`src/rtl/arm_defs_pkg.sv`:
```
// Shared ARM-subset definitions: ALU command codes and NZCV bit positions.
package arm_defs_pkg;

  localparam logic [3:0] CMD_MOV = 4'b0001;
  localparam logic [3:0] CMD_ADD = 4'b0010;
  localparam logic [3:0] CMD_ADC = 4'b0011;
  localparam logic [3:0] CMD_SUB = 4'b0100;
  localparam logic [3:0] CMD_SBC = 4'b0101;
  localparam logic [3:0] CMD_AND = 4'b0110;
  localparam logic [3:0] CMD_ORR = 4'b0111;
  localparam logic [3:0] CMD_EOR = 4'b1000;
  localparam logic [3:0] CMD_MVN = 4'b1001;

  localparam int N_BIT = 3;
  localparam int Z_BIT = 2;
  localparam int C_BIT = 1;
  localparam int V_BIT = 0;

endpackage

```
`src/rtl/alu_unit.sv`:
```
// Combinational execute ALU; produces the result and the would-be NZCV value.
module alu_unit
  import arm_defs_pkg::*;
#(
  parameter int WIDTH = 32
) (
  input  logic [WIDTH-1:0] a,
  input  logic [WIDTH-1:0] b,
  input  logic [3:0]       exe_cmd,
  input  logic             cin,
  input  logic [3:0]       nzcv_in,
  output logic [WIDTH-1:0] result,
  output logic [3:0]       nzcv_next
);

  localparam int MSB = WIDTH - 1;

  logic [WIDTH:0] wide;
  logic           upd_nz, upd_cv, c_new, v_new;

  always_comb begin
    wide      = '0;
    result    = '0;
    upd_nz    = 1'b1;
    upd_cv    = 1'b0;
    c_new     = 1'b0;
    v_new     = 1'b0;
    nzcv_next = nzcv_in;
    case (exe_cmd)
      CMD_MOV: result = b;
      CMD_MVN: result = ~b;
      CMD_AND: result = a & b;
      CMD_ORR: result = a | b;
      CMD_EOR: result = a ^ b;
      CMD_ADD, CMD_ADC: begin
        wide   = {1'b0, a} + {1'b0, b} +
                 {{WIDTH{1'b0}}, (exe_cmd == CMD_ADC) & cin};
        result = wide[MSB:0];
        upd_cv = 1'b1;
        c_new  = wide[WIDTH];
        v_new  = (a[MSB] == b[MSB]) && (result[MSB] != a[MSB]);
      end
      CMD_SUB, CMD_SBC: begin
        // Bit WIDTH of the extended difference is the borrow; C is its inverse.
        wide   = {1'b0, a} - {1'b0, b} -
                 {{WIDTH{1'b0}}, (exe_cmd == CMD_SBC) & ~cin};
        result = wide[MSB:0];
        upd_cv = 1'b1;
        c_new  = ~wide[WIDTH];
        v_new  = (a[MSB] != b[MSB]) && (result[MSB] != a[MSB]);
      end
      default: upd_nz = 1'b0;
    endcase
    if (upd_nz) begin
      nzcv_next[N_BIT] = result[MSB];
      nzcv_next[Z_BIT] = ~|result;
    end
    if (upd_cv) begin
      nzcv_next[C_BIT] = c_new;
      nzcv_next[V_BIT] = v_new;
    end
  end

endmodule

```
`src/rtl/exe_stage_unit.sv`:
```
// Execute stage: ID/EX register, ALU, NZCV status, branch target and EX/MEM register.
module exe_stage_unit
  import arm_defs_pkg::*;
#(
  parameter int WIDTH  = 32,
  parameter int REG_AW = 4
) (
  input  logic              clk,
  input  logic              rst,
  input  logic              flush_in,
  input  logic              stall_in,
  input  logic              id_valid,
  input  logic [WIDTH-1:0]  pc_in,
  input  logic [3:0]        exe_cmd,
  input  logic              mem_r_en,
  input  logic              mem_w_en,
  input  logic              s,
  input  logic              b,
  input  logic              wb_en,
  input  logic [WIDTH-1:0]  val_rn,
  input  logic [WIDTH-1:0]  val2,
  input  logic [WIDTH-1:0]  val_rm,
  input  logic [REG_AW-1:0] dest,
  input  logic [23:0]       imm24,
  output logic              branch_taken,
  output logic [WIDTH-1:0]  branch_addr,
  output logic [3:0]        status,
  output logic              ex_valid,
  output logic [WIDTH-1:0]  ex_alu_res,
  output logic [WIDTH-1:0]  ex_st_val,
  output logic [REG_AW-1:0] ex_dest,
  output logic              ex_wb_en,
  output logic              ex_mem_r_en,
  output logic              ex_mem_w_en
);

  typedef struct packed {
    logic [WIDTH-1:0]  pc;
    logic [WIDTH-1:0]  val_rn;
    logic [WIDTH-1:0]  val2;
    logic [WIDTH-1:0]  val_rm;
    logic [3:0]        exe_cmd;
    logic              mem_r_en;
    logic              mem_w_en;
    logic              s;
    logic              b;
    logic              wb_en;
    logic [REG_AW-1:0] dest;
    logic [23:0]       imm24;
  } id_ex_t;

  localparam int STAGES = 1;

  // vld_pipe[0] = ID/EX valid, vld_pipe[1] = EX/MEM valid
  logic [STAGES:0]  vld_pipe;
  id_ex_t           idex, id_in;
  logic [WIDTH-1:0] alu_res;
  logic [3:0]       nzcv_next;
  logic             kill, status_upd;

  always_comb begin
    id_in          = '0;
    id_in.pc       = pc_in;
    id_in.val_rn   = val_rn;
    id_in.val2     = val2;
    id_in.val_rm   = val_rm;
    id_in.exe_cmd  = exe_cmd;
    id_in.mem_r_en = mem_r_en;
    id_in.mem_w_en = mem_w_en;
    id_in.s        = s;
    id_in.b        = b;
    id_in.wb_en    = wb_en;
    id_in.dest     = dest;
    id_in.imm24    = imm24;
  end

  alu_unit #(.WIDTH(WIDTH)) u_alu (
    .a         (idex.val_rn),
    .b         (idex.val2),
    .exe_cmd   (idex.exe_cmd),
    .cin       (status[C_BIT]),
    .nzcv_in   (status),
    .result    (alu_res),
    .nzcv_next (nzcv_next)
  );

  assign branch_taken = vld_pipe[0] & idex.b;
  assign branch_addr  = idex.pc + ({{(WIDTH-24){idex.imm24[23]}}, idex.imm24} << 2);
  assign status_upd   = vld_pipe[0] & idex.s & ~idex.mem_r_en & ~idex.mem_w_en;
  // A taken branch squashes the instruction behind it.
  assign kill         = flush_in | stall_in | branch_taken;
  assign ex_valid     = vld_pipe[1];

  always_ff @(posedge clk) begin
    if (rst) begin
      vld_pipe    <= '0;
      idex        <= '0;
      status      <= '0;
      ex_alu_res  <= '0;
      ex_st_val   <= '0;
      ex_dest     <= '0;
      ex_wb_en    <= 1'b0;
      ex_mem_r_en <= 1'b0;
      ex_mem_w_en <= 1'b0;
    end else begin
      vld_pipe[1] <= vld_pipe[0];
      ex_alu_res  <= alu_res;
      ex_st_val   <= idex.val_rm;
      ex_dest     <= idex.dest;
      ex_wb_en    <= vld_pipe[0] & idex.wb_en;
      ex_mem_r_en <= vld_pipe[0] & idex.mem_r_en;
      ex_mem_w_en <= vld_pipe[0] & idex.mem_w_en;
      if (status_upd) status <= nzcv_next;
      if (kill) begin
        vld_pipe[0] <= 1'b0;
        idex        <= '0;
      end else begin
        vld_pipe[0] <= id_valid;
        idex        <= id_in;
      end
    end
  end

endmodule

```
`config.mk`:
```
export PLATFORM = sky130hd
export DESIGN_NAME = exe_stage_unit
export DESIGN_NICKNAME = d
export VERILOG_FILES = /design/src/rtl/arm_defs_pkg.sv /design/src/rtl/alu_unit.sv /design/src/rtl/exe_stage_unit.sv
export SDC_FILE = /design/constraint.sdc
export NUM_CORES = 1
export LEC_CHECK = 0
export ABC_AREA = 0
export BUFFER_PORTS_ARGS = -buffer_cell sky130_fd_sc_hd__buf_2
export CAP_MARGIN = 15
export CORE_MARGIN = 2
export CORE_UTILIZATION = 61
export CTS_CLUSTER_DIAMETER = 50
export DETAILED_ROUTE_END_ITERATION = 16
export PLACE_DENSITY = 0.87
export SKIP_CTS_REPAIR_TIMING = 1
export SYNTH_ARGS = -nofsm -noshare
export SYNTH_HDL_FRONTEND = slang
export SYNTH_SLANG_ARGS = --single-unit
```
`constraint.sdc`:
```
create_clock -name clk -period 12.3 [get_ports clk]
set_input_delay 1.23 -clock clk [delete_from_list [all_inputs] [get_ports clk]]
set_output_delay 1.23 -clock clk [all_outputs]
set_load 0.01 [all_outputs]
```
* After elaboration in Yosys (flattened, before gate mapping) *
Cells that the tools add are included.

word-level totals
  bits in registers = 242
  input bits = 170
  output and inout port bits = 109
  logic and storage cells = 75

operators by class
  add/sub/neg operators = 5
  equal/unequal tests = 13
  mux-type cells = 5
  bitwise gates (word level) = 19
  reductions and logical operators = 11

operators by type and width
  kind                  number
  $pmux W32 S7          1
  $add A32 B32 Y33      1
  $add A33 B1 Y33       1
  $sub A32 B32 Y33      1
  $sub A33 B1 Y33       1
  $add A32 B32 Y32      1
  $and A32 B32 Y32      1
  $not A32 Y32          1
  $or A32 B32 Y32       1
  $reduce_or A32 Y1     1
  $xor A32 B32 Y32      1
  $eq A4 B3 Y1 const B  4
  $and A1 B1 Y1         9
  $reduce_or A9 Y1      1
  $eq A4 B2 Y1 const B  2
  $eq A4 B4 Y1 const B  2
  $reduce_or A2 Y1      3
  $eq A4 B1 Y1 const B  1
  $not A1 Y1            4
  $pmux W1 S2           2
  $reduce_and A2 Y1     2
  $reduce_or A4 Y1      1
  $ne A1 B1 Y1          3
  $logic_and A1 B1 Y1   2
  4 further kinds       6

* Logic depth before layout (Yosys ltp) *
Gate-level depths: netlist of the first run.

  depth in word-level cells = 6
  mapped depth = 22
  depth with buffers taken out = 19

* Hierarchy *
A second synthesis of the first run with hierarchy kept.

second synthesis, totals
  cells, all modules = 1666
  area, all modules = 14641.5 um2

by module, submodules not included
  module          instances  cells an instance  area an instance (um2)  seq. area each (um2)
  exe_stage_unit  1          742                8186.6                  4844.6
  alu_unit        1          924                6454.9                  0.0

* Worst setup path after synthesis of the first run *
Ideal clock, no wire load.

  path type = reg2reg
  start point = reg idex[33] in the netlist's numbering
  end point = reg status[2]
  data arrival time = 4.977 ns
  slack = 7.254 ns
  cell stages (with the launch flop) = 22
  buffers on the path = 5
  period minus slack after synthesis = 5.046 ns
  cell sequence = dfxtp_1 -> clkbuf_1 -> clkbuf_1 -> buf_1 -> buf_1 -> clkbuf_1 -> nor3b_1 -> fa_1 -> ha_1 -> nor2_1 -> fa_1 -> nand2b_1 -> a2111o_1 -> nand3_1 -> a32oi_1 -> a41o_1 -> o211a_1 -> xor2_1 -> a211o_1 -> nor4_1 -> nand4_1 -> o21ai_1

on the way
  word-level cells in the longest chain between the ends = 6
  elaborated cells between the ends (all ways) = 21

RTL lines
  item                                                       RTL line                                        RTL
  start, declared                                            exe_stage_unit.sv:56                            id_ex_t idex, id_in;
  start signal, assigned                                     exe_stage_unit.sv:119                           idex <= id_in;
  $eq A4 B3 Y1 / $eq A4 B2 Y1 (equally long branches)        alu_unit.sv:29, alu_unit.sv:46, alu_unit.sv:37
  $and A1 B1 Y1 (on tied branches)                           alu_unit.sv:46, alu_unit.sv:37
  $sub A33 B1 Y33 / $add A33 B1 Y33 (equally long branches)  alu_unit.sv:45, alu_unit.sv:36
  $pmux W32 S7                                               alu_unit.sv:29                                  case (exe_cmd)
  $reduce_or A32 Y1                                          alu_unit.sv:56                                  nzcv_next[Z_BIT] = ~|result;
  $logic_not A1 Y1                                           alu_unit.sv:56
  end signal, assigned                                       exe_stage_unit.sv:113                           if (status_upd) status <= nzcv_next;
  end, declared                                              exe_stage_unit.sv:27                            output logic [3:0] status,

Several ways; a longest one is shown, not always the timed one.
A chain may end at the register's enable or synchronous reset.

* Final worst setup path of the first run *
  start point = reg idex[36] in the netlist's numbering
  end point = reg status[2]

The elaborated chain is that of the path after synthesis.

==> metrics, run 1 <==
status=completed; Post-synth EDFFs=0; CTS tree=yes; ys flop type=dfxtp_1; cells after synthesis=between 1500 and 2000; synth unique cells=between 70 and 80; Die Wd=roughly 160 µm; mapped cell area=about 14000 µm²; mean area per synthesized cell=roughly 8.6 µm²; post-layout minimum cycle time=between 5 and 6 ns; Rows=56; Overflow after GRT=0; CP Launch Point=idex[36]; DIE AREA=24800 µm²; non-filler cells, final=~2300; first-pass GRT wire length=between 60000 and 70000 µm; Placed Area=approximately 16000 µm²; DRT Pass-1 Iters=6; WP data required=~13 ns; Initial Util=0.616; Worst-Margin Slew=~1.1 ns; largest net degree at the start of global routing=85; clock root buffer=clkbuf_16; GRT Total Usage=0.335; Worst EP arrival=~6.1 ns; DIE HEIGHT=~160 µm; net switching power=~530 µW; PwrDens=approximately 120 nW/µm²; asr flop ratio synth=0; TritonCTS Sinks=roughly 240; cts bufs inserted=28; combinational cell fraction of total power=0.141; Hold WC Path Type=register to register; Seq pwr share=0.410; Final Hold Violating Endpoints=0; initial antenna violation count=8; placed insts=between 2000 and 2500; vias in the first global route=roughly 13000; worst reg2reg startpoint=idex[36]; RSZ-0062 raised after global routing=false; post-detail-place hpwl=~30000 µm; Vias per Instance=~5.8; clock latency on the worst-skew pair=0.55 ns; period utilization=0.457; crit path kind=register to register; synth warn=0; core box area=about 23000 µm²; count of input and output buffers=278; CTS H-tree depth=1; IO Count=279; Worst Path Buf+Inv=3; Seq cells post-synth=242; Final Cell Area=roughly 17000 µm²; area leader, netlist=dfxtp_1; final setup TNS=0 ns; Clock Skews=between 0.015 and 0.02 ns; drt drc=0; Achievable Freq=about 180 MHz; Slew Limit Fails=0; Max-slew headroom=0.294; post-synth top area share=0.337; vias after detailed routing=between 10000 and 15000; gpl congestion=about 0.94; Setup crit start kind=register; Post-Syn Nets=between 1500 and 2000; hold path start=idex[67]; Seq/Total Area, Yosys=0.337; Area growth syn-to-layout=18.2%; final net count=between 2000 and 2500; number of buffers on the longest clock path=3; crit path cell chain=buf_4, inv_1, nand2_1, nor3b_1, fa_1, inv_1, ha_1, o211ai_1, nand4_1, nand3_1, a21oi_1, o41ai_1, o21ai_0, mux2i_1, a221o_1, nor4_1, nand4_1, o21ai_1; final wirelength=42700 µm; Wirelength per Cell=19.0 µm; Largest delay share family, worst path=simple AND/OR/NAND/NOR gates; clock transition at the registers of the reported paths=0.07 ns; CP endpoint kind=register; internal power=1.45 mW; Final Setup Violations=0; critical-path maximum fanout=45; slowest CP cell=o41ai_1; leak pwr=~7.8 nW; switching share of power=0.268; # Max-Cap Violations=0; Peak VDD IR=0.000145 V; final antenna-violating net count=0; ranking of synthesized cells by area=dfxtp_1 34%, ha_1 13%, and2_1 7.6%; Clock Power Share=0.449; share of cells above drive strength 1=0.186; DRT iter0 DRCs=~800; delay of the slowest critical-path stage=approximately 0.66 ns
## cells in the final DEF, fill, tap and decap left out, drive strengths merged, types with 61 or more instances in the layout
cell   netlist  final
nor2b       61     61
o21ai       75     75
and2       175    175
a21oi       94     94
inv        126    131
nor2        84     84
buf         13    290
ha         155    155
dfxtp      242    242
nand2       74     74
## synth_stat cells (12+ instances only)
master	instances
nand3_1	35
or3_1	13
inv_1	126
xor2_1	40
dfxtp_1	242
a211oi_1	31
ha_1	155
a21oi_1	94
a22oi_1	15
nor2b_1	61
a31oi_1	15
mux2i_1	16
nor2_1	83
and2_1	175
o22ai_1	13
a21o_1	34
nand2b_1	28
nor3_1	22
clkbuf_1	65
nand2_1	74
xnor2_1	56
and3_1	16
o221ai_1	12
o21a_1	13
o21ai_0	68
## through the flow
step / hold slack, ns / total power, mW / util / setup slack, ns
3_3_place_gp: 0.410 / 1.10 / 0.684 / 6.93
4_1_cts: 0.439 / 1.99 / 0.727 / 6.74
5_1_grt: 0.451 / 2.06 / 0.728 / 6.36
2_1_floorplan: 0.406 / 1.02 / - / 7.25
3_5_place_dp: 0.422 / 1.10 / 0.684 / 6.79
6_report: 0.435 / 1.98 / 0.728 / 6.68
## area by class of cell
class / instances / area, µm²
Antenna cell: 7 / 17.5
Timing Repair Buffer: 290 / 1490
Clock inverter: 19 / 256
Fill cell: 1742 / 6340
Inverter: 127 / 477
Tap cell: 319 / 399
Sequential cell: 242 / 4850
Multi-Input combinational cell: 1218 / 8760
Clock buffer: 32 / 747
## power by group through the flow
stage | Sequential [mW] | Combinational (mW) | Clock (mW)
after floorplan | 0.831 | 0.185 | 0
after global placement | 0.830 | 0.265 | 0
after detailed placement | 0.831 | 0.271 | 0
after CTS | 0.814 | 0.275 | 0.896
after global routing | 0.816 | 0.306 | 0.935
final | 0.815 | 0.279 | 0.891
## worst register-to-register path, cell delays in order (launching register included)
cell and delay (ns):
dfxtp_2 0.31, buf_4 0.57, inv_1 0.29, nand2_1 0.61, nor3b_1 0.15, fa_1 0.55, inv_1 0.05, ha_1 0.20
o211ai_1 0.21, nand4_1 0.26, nand3_1 0.24, a21oi_1 0.11, o41ai_1 0.66, o21ai_0 0.21, mux2i_1 0.16, a221o_1 0.37
nor4_1 0.36, nand4_1 0.13, o21ai_1 0.09
## kinds of logic (layout without fill, tap and decap cells)
logic type | count (synthesis) | in the layout | share of synthesized area
XOR/XNOR | 96 | 96 | 0.0585
multiplexers | 18 | 18 | 0.0127
other | 0 | 7 | 0
buffers and inverters | 205 | 468 | 0.0549
AND/OR/NAND/NOR | 554 | 554 | 0.212
AO/OA/AOI/OAI | 390 | 390 | 0.183
adder cells (fa/ha/maj) | 160 | 160 | 0.142
flip-flops | 242 | 242 | 0.337
## sequential cells by signal, summed over array words and instances, names as in the netlist
register and flops:
ex_dest 4, idex 165, ex_mem_w_en 1, ex_st_val 32
status 4, vld_pipe 2, ex_wb_en 1, ex_alu_res 32
ex_mem_r_en 1
## metal layers
| metal | up-vias | global-route usage | wire, µm |
|---|---|---|---|
| met1 | 6116 | 0.381 | 16500 |
| met4 | 4 | 0.129 | 1380 |
| met5 | - | 0 | 19 |
| met3 | 99 | 0.0840 | 3640 |
| met2 | 579 | 0.600 | 21200 |
| li1 | 6245 | - | - |
## worst paths after layout
check	endpoint	cells after the start	slack (ns)
min reg2reg	ex_st_val[30]	1	0.44
max reg2reg	status[2]	18	6.68
max	status[2]	18	6.68
min	ex_st_val[30]	1	0.44
No activity file was read; power rests on OpenSTA's default activity.
==> inputs of run 2 (changes only) <==
--- a/config.mk
+++ b/config.mk
@@ -9,10 +9,10 @@
 export BUFFER_PORTS_ARGS = -buffer_cell sky130_fd_sc_hd__buf_2
 export CAP_MARGIN = 15
 export CORE_MARGIN = 2
-export CORE_UTILIZATION = 61
+export CORE_UTILIZATION = 56
 export CTS_CLUSTER_DIAMETER = 50
 export DETAILED_ROUTE_END_ITERATION = 16
-export PLACE_DENSITY = 0.87
+export PLACE_DENSITY = 0.81
 export SKIP_CTS_REPAIR_TIMING = 1
 export SYNTH_ARGS = -nofsm -noshare
 export SYNTH_HDL_FRONTEND = slang
==> constraint.sdc (replaced) <==
create_clock -name clk -period 5.4 [get_ports clk]
set_input_delay 0.54 -clock clk [delete_from_list [all_inputs] [get_ports clk]]
set_output_delay 0.54 -clock clk [all_outputs]
set_load 0.01 [all_outputs]
==> run 2 against run 1 <==
Against the previous run:
- total power up 140%
- fmax up 13%
- combinational power increased by 120%
- die area is 8.7% higher
- sequential cell count unchanged
- sequential share of layout area shrank 0.31 points
- largest cell class unchanged
- via count shrank 1.3%
- sequential power is 130% higher
- final cell count rose by 0.75%
- core utilization decreased by 4.6 points
- setup slack got worse by 6.3 ns
- clock power rose to 2.5 times the previous value
==> metrics, run 2 (synthesis gave the netlist of run 1 again) <==
internal power=approximately 3.5 mW; Initial Util=0.571; DIE HEIGHT=164 µm; final net count=about 2200; crit path cell chain=nor2b_1, nand2_1, nor3b_1, fa_1, inv_1, ha_1, nor2_1, fa_1, nand2b_1, a2111o_1, nand3_1, a32oi_1, a21boi_0, xnor2_1, a2111oi_0, nand4_1, nor4_1, nand4_1, o21ai_1; Die Wd=roughly 160 µm; Clock Skews=around 0.038 ns; Peak VDD IR=around 0.00032 V; cts bufs inserted=30; slowest CP cell=dfxtp_1; gpl congestion=approximately 0.95; final antenna-violating net count=0; CTS H-tree depth=1; post-layout minimum cycle time=around 5 ns; Slew Limit Fails=0; PwrDens=about 280 nW/µm²; commonest non-fill, non-tap cell in the layout=buf_2; combinational cell fraction of total power=0.132; period utilization=0.922; Achievable Freq=approximately 200 MHz; Max-slew headroom=0.175; Largest register FFs=approximately 170; largest net degree at the start of global routing=95; initial antenna violation count=5; final setup TNS=0 ns; Rows=58; net switching power=1.26 mW; most frequent cells in the layout=278 x buf_2, 240 x dfxtp_1, 175 x and2_1; # Max-Cap Violations=0; CP endpoint kind=register; Worst Path Buf+Inv=1; Area growth syn-to-layout=19.5%; RSZ-0062 raised after global routing=false; number of buffers on the longest clock path=3; Vias per Instance=~5.7; count of input and output buffers=between 200 and 300; IO Count=279; clock transition at the registers of the reported paths=roughly 0.070 ns; vias after detailed routing=around 13000; Wirelength per Cell=approximately 18 µm; clock root buffer=clkbuf_16; Hold Worst Slack=about 0.14 ns; clock latency on the worst-skew pair=a little under 0.6 ns; DRT Pass-1 Iters=5; DRT iter0 DRCs=around 700; Largest delay share family, worst path=simple AND/OR/NAND/NOR gates; Seq pwr share=0.391; core box area=approximately 25000 µm²; Final Hold Violating Endpoints=0; Worst-Margin Slew=between 1 and 1.5 ns; drt drc=0; switching share of power=0.266; delay of the slowest critical-path stage=between 0.5 and 0.6 ns; WP data required=between 5 and 6 ns; post-detail-place hpwl=just over 30000 µm; crit path kind=register to register; Hold WC Path Type=primary input to register; Top reg by flops=idex; leak pwr=between 7 and 8 nW; Final Setup Violations=0; Worst EP arrival=roughly 5.5 ns; TritonCTS Sinks=242; vias in the first global route=12600; biggest regs=idex: 165 flops, ex_alu_res: 32 flops, ex_st_val: 32 flops; CTS tree=yes; critical-path maximum fanout=11; share of cells above drive strength 1=0.190; Clock Power Share=0.476; Setup crit start kind=register; GRT Total Usage=0.300; Overflow after GRT=0; first-pass GRT wire length=roughly 64000 µm; DIE AREA=27000 µm²; status=completed; final wirelength=~42000 µm
## run 2: changes by cell type in the layout (fill, tap and decap cells not counted)
cell / before / now
clkinv_16: 0 / 1
clkinvlp_4: 6 / 4
buf_4: 11 / 15
clkinv_8: 1 / 3
bufinv_16: 4 / 6
inv_6: 2 / 3
clkbuf_16: 29 / 30
inv_8: 2 / 3
clkbuf_1: 2 / 0
clkbuf_8: 1 / 2
buf_6: 1 / 0
diode_2: 7 / 5
## run 2: cell type report
cell class / instances / area (µm²)
fill: 2044 / 8010
multi-input combinational: 1218 / 8760
tap: 330 / 413
sequential: 242 / 4850
antenna: 5 / 12.5
clock buffer: 32 / 778
timing repair buffer: 293 / 1500
inverter: 127 / 477
clock inverter: 24 / 384
## run 2: final timing paths
path | startpoint | end | slack [ns] | depth (start not counted)
max | idex[35] | status[2] | 0.42 | 19
min | pc_in[30] | idex[163] | 0.14 | 2
max reg2reg | idex[35] | status[2] | 0.42 | 19
min reg2reg | idex[44] | ex_st_val[7] | 0.44 | 1
## run 2: metrics by stage
step,power [mW],std cells,instance area (µm²),worst slack [ns],utilization
after floorplan,2.31,1665,14400,0.354,-
after global placement,2.50,2210,16000,0.616,0.635
after detailed placement,2.51,2210,16000,0.430,0.635
after CTS,4.76,2266,17200,0.371,0.682
after global routing,4.90,2269,17200,0.0593,0.682
final,4.74,2271,17200,0.419,0.682
## run 2: power by group through the flow
| stage | Combinational (mW) | Sequential [mW] | Clock [mW] |
|---|---|---|---|
| after global routing | 0.687 | 1.86 | 2.36 |
| after CTS | 0.621 | 1.85 | 2.29 |
| after global placement | 0.607 | 1.89 | 0 |
| final | 0.627 | 1.85 | 2.26 |
| after floorplan | 0.422 | 1.89 | 0 |
| after detailed placement | 0.615 | 1.89 | 0 |
## run 2: layer usage
metal / wire length [µm] / global-route usage / up-vias / part of all wire
met1: 16200 / 0.348 / 5958 / 0.39
met5: 21 / 0 / - / 0.00050
met3: 4080 / 0.0886 / 105 / 0.098
met4: 1540 / 0.117 / 4 / 0.037
li1: - / - / 6270 / -
met2: 19800 / 0.521 / 531 / 0.47
## run 2: worst reg2reg max path: cells and delay by family, from the launching register on
| kind | cells | cell delay (ns) |
|---|---|---|
| adders and majority gates | 3 | 1.07 |
| and+or+nand+nor | 9 | 1.72 |
| AOI/OAI and AO/OA | 5 | 1.32 |
| xor gates and xnor gates | 1 | 0.16 |
| buffers and inverters | 1 | 0.07 |
| DFF | 1 | 0.55 |
